`src/rtl/snake_head_driver.sv`:
```
// Movement engine for the 8x8 snake game: turns buttons into a legal direction and
// advances the head one cell per game tick until the collision checker reports a hit.
module snake_head_driver #(
    parameter int          TICK_DIV   = 25_000_000,
    parameter logic [5:0]  START_HEAD = 6'd27,
    parameter logic [1:0]  START_DIR  = 2'b00
) (
    input  logic       clock_i,
    input  logic       reset_i,
    input  logic       start_i,
    input  logic       btn_right_i,
    input  logic       btn_down_i,
    input  logic       btn_left_i,
    input  logic       btn_up_i,
    input  logic       colide_i,
    output logic [5:0] head_o,
    output logic [1:0] direction_o,
    output logic       step_o,
    output logic       running_o,
    output logic       dead_o
);

    localparam int              CW        = $clog2(TICK_DIV);
    localparam logic [CW-1:0]   TICK_LAST = CW'(TICK_DIV - 1);

    localparam logic [1:0] ST_IDLE = 2'b00;
    localparam logic [1:0] ST_RUN  = 2'b01;
    localparam logic [1:0] ST_DEAD = 2'b10;

    localparam logic [1:0] DIR_RIGHT = 2'b00;
    localparam logic [1:0] DIR_DOWN  = 2'b01;
    localparam logic [1:0] DIR_LEFT  = 2'b10;
    localparam logic [1:0] DIR_UP    = 2'b11;

    logic [1:0]    state_q, state_d;
    logic [CW-1:0] cnt_q, cnt_d;
    logic [5:0]    head_q, head_d;
    logic [1:0]    dir_q, dir_d;
    logic [1:0]    last_dir_q, last_dir_d;
    logic          step_q, step_d;

    logic          btn_any;
    logic [1:0]    req;
    logic [2:0]    row_n, col_n;

    // Fixed button priority: RIGHT > DOWN > LEFT > UP.
    always_comb begin
        btn_any = btn_right_i | btn_down_i | btn_left_i | btn_up_i;
        if (btn_right_i)     req = DIR_RIGHT;
        else if (btn_down_i) req = DIR_DOWN;
        else if (btn_left_i) req = DIR_LEFT;
        else                 req = DIR_UP;
    end

    always_comb begin
        row_n = head_q[5:3];
        col_n = head_q[2:0];
        case (dir_q)
            DIR_RIGHT: col_n = head_q[2:0] + 3'd1;
            DIR_DOWN:  row_n = head_q[5:3] + 3'd1;
            DIR_LEFT:  col_n = head_q[2:0] - 3'd1;
            default:   row_n = head_q[5:3] - 3'd1;
        endcase
    end

    always_comb begin
        state_d    = state_q;
        cnt_d      = cnt_q;
        head_d     = head_q;
        dir_d      = dir_q;
        last_dir_d = last_dir_q;
        step_d     = 1'b0;
        case (state_q)
            ST_IDLE: begin
                if (start_i) begin
                    state_d = ST_RUN;
                    cnt_d   = '0;
                end
            end
            ST_RUN: begin
                if (cnt_q == TICK_LAST) begin
                    cnt_d = '0;
                    if (colide_i) begin
                        state_d = ST_DEAD;
                    end else begin
                        head_d     = {row_n, col_n};
                        last_dir_d = dir_q;
                        step_d     = 1'b1;
                    end
                end else begin
                    cnt_d = cnt_q + CW'(1);
                end
                // Compare against the last executed move so two quick turns cannot reverse.
                if (btn_any && (req != (last_dir_q ^ 2'b10))) begin
                    dir_d = req;
                end
            end
            ST_DEAD: begin
                if (start_i) begin
                    state_d    = ST_RUN;
                    head_d     = START_HEAD;
                    dir_d      = START_DIR;
                    last_dir_d = START_DIR;
                    cnt_d      = '0;
                end
            end
            default: state_d = ST_IDLE;
        endcase
    end

    always_ff @(posedge clock_i) begin
        if (reset_i) begin
            state_q    <= ST_IDLE;
            cnt_q      <= '0;
            head_q     <= START_HEAD;
            dir_q      <= START_DIR;
            last_dir_q <= START_DIR;
            step_q     <= 1'b0;
        end else begin
            state_q    <= state_d;
            cnt_q      <= cnt_d;
            head_q     <= head_d;
            dir_q      <= dir_d;
            last_dir_q <= last_dir_d;
            step_q     <= step_d;
        end
    end

    assign head_o      = head_q;
    assign direction_o = dir_q;
    assign step_o      = step_q;
    assign running_o   = (state_q == ST_RUN);
    assign dead_o      = (state_q == ST_DEAD);

endmodule
```
`config.mk`:
```
export PLATFORM = sky130hd
export DESIGN_NAME = snake_head_driver
export DESIGN_NICKNAME = d
export VERILOG_FILES = /design/src/rtl/snake_head_driver.sv
export SDC_FILE = /design/constraint.sdc
export NUM_CORES = 1
export LEC_CHECK = 0
export ABC_AREA = 1
export BUFFER_PORTS_ARGS = -buffer_cell sky130_fd_sc_hd__buf_4
export CORE_MARGIN = 8
export CORE_UTILIZATION = 50
export DETAILED_ROUTE_END_ITERATION = 10
export GPL_ROUTABILITY_DRIVEN = 0
export PLACE_DENSITY = 0.7
export SETUP_SLACK_MARGIN = 0.5
export SKIP_CTS_REPAIR_TIMING = 1
export SLEW_MARGIN = 10
export SYNTH_ARGS = -nofsm -noshare
export SYNTH_HDL_FRONTEND = slang
export SYNTH_SLANG_ARGS = --single-unit
```
`constraint.sdc`:
```
create_clock -name clock_i -period 2.1 [get_ports clock_i]
set_input_delay 0.21 -clock clock_i [delete_from_list [all_inputs] [get_ports clock_i]]
set_output_delay 0.21 -clock clock_i [all_outputs]
set_load 0.005 [all_outputs]
```
==> impl_metrics.tcl <==
set metrics [dict create \
    status "finished, final reports clean" \
    grt_pass1_wl_mm 9.23 \
    start_util 0.510 \
    finalMaxSlewViolations 0 \
    cp_num_cells 10 \
    tightest_slew_ns 0.705 \
    r2r_slack_ns 0.19 \
    place_ws_ns 0.292 \
    ir_drop_v 0.000696 \
    grt_util_all_layers 0.157 \
    crit_arrival_ns 2.14 \
    finalClockSkew_ns 0.00755 \
    ys_seq_elements 38 \
    htreeDepth 2 \
    cts.sinks 38 \
    worstSkewPairLatency_ns 0.30 \
    crit_fanout 6 \
    drtIter0Drc 184 \
    vias_per_cell 5.33 \
    hold_path.class "in2reg" \
    period_minus_slack_ns 1.91 \
    die_w_microns 84.7 \
    antenna-diode-count 0 \
    die_area_sq_mm 0.00717 \
    ctsLongestPathBuffers 2 \
    final_nets 419 \
    core-area_sq_mm 0.00463 \
    critPathTopFamily "simple AND/OR/NAND/NOR gates" \
    cts_made_buffers 5 \
    ys_warn_count 0 \
    cts_root_buffer "clkbuf_8" \
    setup-tns-final_ns 0 \
    synthesis.nets 372 \
    cts_tree "built" \
    startpoint_type "flop" \
    setup_ws_ns 0.188 \
    io_pins 19 \
    maxCapViolCount 0 \
    r2r-start "state_q[1]" \
    finalCritPeriodShare 0.910 \
    ys_types 39 \
    rsz0062_at_grt "true" \
    r2r_cells 10 \
    setup_viol_count_final 0 \
    final_antenna_net_count 0 \
    overflow 0 \
    syn_area_sq_mm 0.00236 \
    areaGrowthSynthToFinish_pct 35.2 \
    p_total_mw 3.50 \
    antenna_found_initial 0 \
    min_from "reset_i" \
    grt_max_degree 20 \
    grt_pass1_vias 2052 \
    first_pass_iters 5 \
    wirelength_mm 6.61 \
    nFillCells 378 \
    fmax_mhz 523 \
    dpl.hpwl_mm 4.03 \
    slew_headroom 0.529 \
    min_path_cells 2 \
    die_y_microns 84.7 \
    end_kind "flop" \
    layout-drive-gt1-share 0.296 \
    hold_viol 0 \
    path_class "reg2reg" \
    final_util 0.689 \
    drc 0 \
    clk_pin_slew_ns 0.08 \
    path_buf_inv 3 \
    r2r-end "cnt_q[11]" \
    hold-path-endpoint "state_q[0]" \
    synth_area_per_cell_sq_um 6.59 \
    critPathSlowestCell "dfxtp_4" \
    max_stage_delay_ns 0.38 \
    rows 25 \
    ys_seq_area_frac 0.322 \
    port_buffers 18 \
    netlist_instances 358 \
    avgRoutedWirePerCell_microns 14.4 \
    power.density_mw_per_mm2 1100 \
    crit_required_ns 2.33 \
    p_leak_nw 1.25 \
    vias 2450 \
    path_cells "inv_4 -> ha_4 -> nor2_4 -> nand2_2 -> o21ai_4 -> clkinv_4 -> buf_4 -> nor3_1 -> o21ai_0 -> a21oi_1" \
]
## state kept, by name, indices dropped and copies added, names as in the netlist
signal	count
step_o	1
last_dir_q	2
direction_o	2
head_o	6
state_q	2
cnt_q	25
## logic make-up (layout without fill, tap and decap cells)
group / count (synthesis) / after routing / synth area share
xor+xnor: 10 / 10 / 0.0371
simple gates: 215 / 216 / 0.414
fa+ha+maj: 6 / 6 / 0.0382
buf+inv: 49 / 96 / 0.0891
flops: 38 / 38 / 0.322
compound gates: 40 / 40 / 0.0992
## worst max path at each step
stage / endpoint / slack (ns) / start
5_1_grt: cnt_q[11] / 0.13 / state_q[0]
2_1_floorplan: cnt_q[13] / 0.49 / state_q[0]
4_1_cts: cnt_q[8] / 0.27 / state_q[0]
3_3_place_gp: cnt_q[8] / 0.30 / state_q[0]
3_5_place_dp: cnt_q[16] / 0.29 / state_q[0]
6_report: cnt_q[11] / 0.19 / state_q[1]
## cell usage after synthesis (all sizes together)
| master | instances | area (sq um) |
|---|---|---|
| nand3 | 31 | 173 |
| nand4 | 5 | 31.3 |
| or2 | 2 | 12.5 |
| fa | 2 | 40.0 |
| clkinv | 1 | 3.75 |
| nor3 | 10 | 55.1 |
| nor2 | 64 | 270 |
| buf | 4 | 41.3 |
| xor2 | 6 | 52.6 |
| a21oi | 24 | 128 |
| nor4 | 1 | 6.26 |
| o21bai | 1 | 7.51 |
| dfxtp | 38 | 761 |
| and3 | 3 | 18.8 |
| nand2 | 96 | 388 |
| nand3b | 2 | 15.0 |
| xnor2 | 4 | 35.0 |
| a31oi | 1 | 6.26 |
| a21o | 1 | 7.51 |
| ha | 4 | 50.1 |
| nor3b | 1 | 7.51 |
| o21a | 1 | 8.76 |
| o211ai | 2 | 15.0 |
| inv | 42 | 158 |
| clkbuf | 2 | 7.51 |
| o21ai | 10 | 61.3 |
## cell usage in the layout, fill, tap and decap left out, types with 2 or more instances in the layout
cell	instances
nand3_1	25
nand3_4	2
nand2_2	5
xnor2_1	3
inv_2	4
nand3b_1	2
a21oi_1	20
inv_4	5
buf_4	35
o21ai_0	6
nand2_8	4
nand4_1	5
nor2_2	7
nor2_4	8
nor2_1	49
fa_2	2
o211ai_1	2
buf_6	6
nand3_2	4
dfxtp_4	5
ha_4	4
nor3_1	7
inv_1	32
buf_12	3
clkbuf_8	5
or2_0	2
nor3_2	2
a21oi_2	3
o21ai_1	3
and3_1	3
nand2_1	85
clkinvlp_4	2
dfxtp_1	32
xor2_1	6
nand2_4	3
## cell type report
cell class / count / area, sq um / area share
Multi-Input combinational cell: 272 / 1650 / 0.518
Sequential cell: 38 / 781 / 0.245
Timing Repair Buffer: 45 / 398 / 0.125
Inverter: 43 / 179 / 0.0561
Clock buffer: 5 / 68.8 / 0.0216
Tap cell: 54 / 67.6 / 0.0212
Clock inverter: 3 / 45.0 / 0.0141
## power breakdown
group | leakage, nW | total (mW) | internal [mW] | switching [mW]
sequential | 0.312 | 0.962 | 0.838 | 0.124
clock | 0.0504 | 0.641 | 0.353 | 0.288
combinational | 0.890 | 1.90 | 0.882 | 1.02
## worst reg2reg max path, stage by stage, from the launching register on
cell and delay [ns]:
dfxtp_4 0.38, inv_4 0.05, ha_4 0.15, nor2_4 0.19
nand2_2 0.11, o21ai_4 0.13, clkinv_4 0.10, buf_4 0.18
nor3_1 0.22, o21ai_0 0.16, a21oi_1 0.16
## per-layer routing
metal,vias up,GRT usage,share of wire
li1,1240,-,-
met1,1134,0.196,0.44
met2,59,0.251,0.48
met3,17,0.0439,0.049
met4,0,0.0518,0.026
met5,-,0,0
## stage by stage
step           hold WS (ns)  cells  instance area (sq um)
2_1_floorplan         0.272    358                   2370
4_1_cts               0.187    433                   2650
3_3_place_gp          0.477    425                   2540
3_5_place_dp          0.485    425                   2540
6_report              0.200    460                   3190
5_1_grt               0.204    460                   3190
Power figures use the tool's default switching activity.
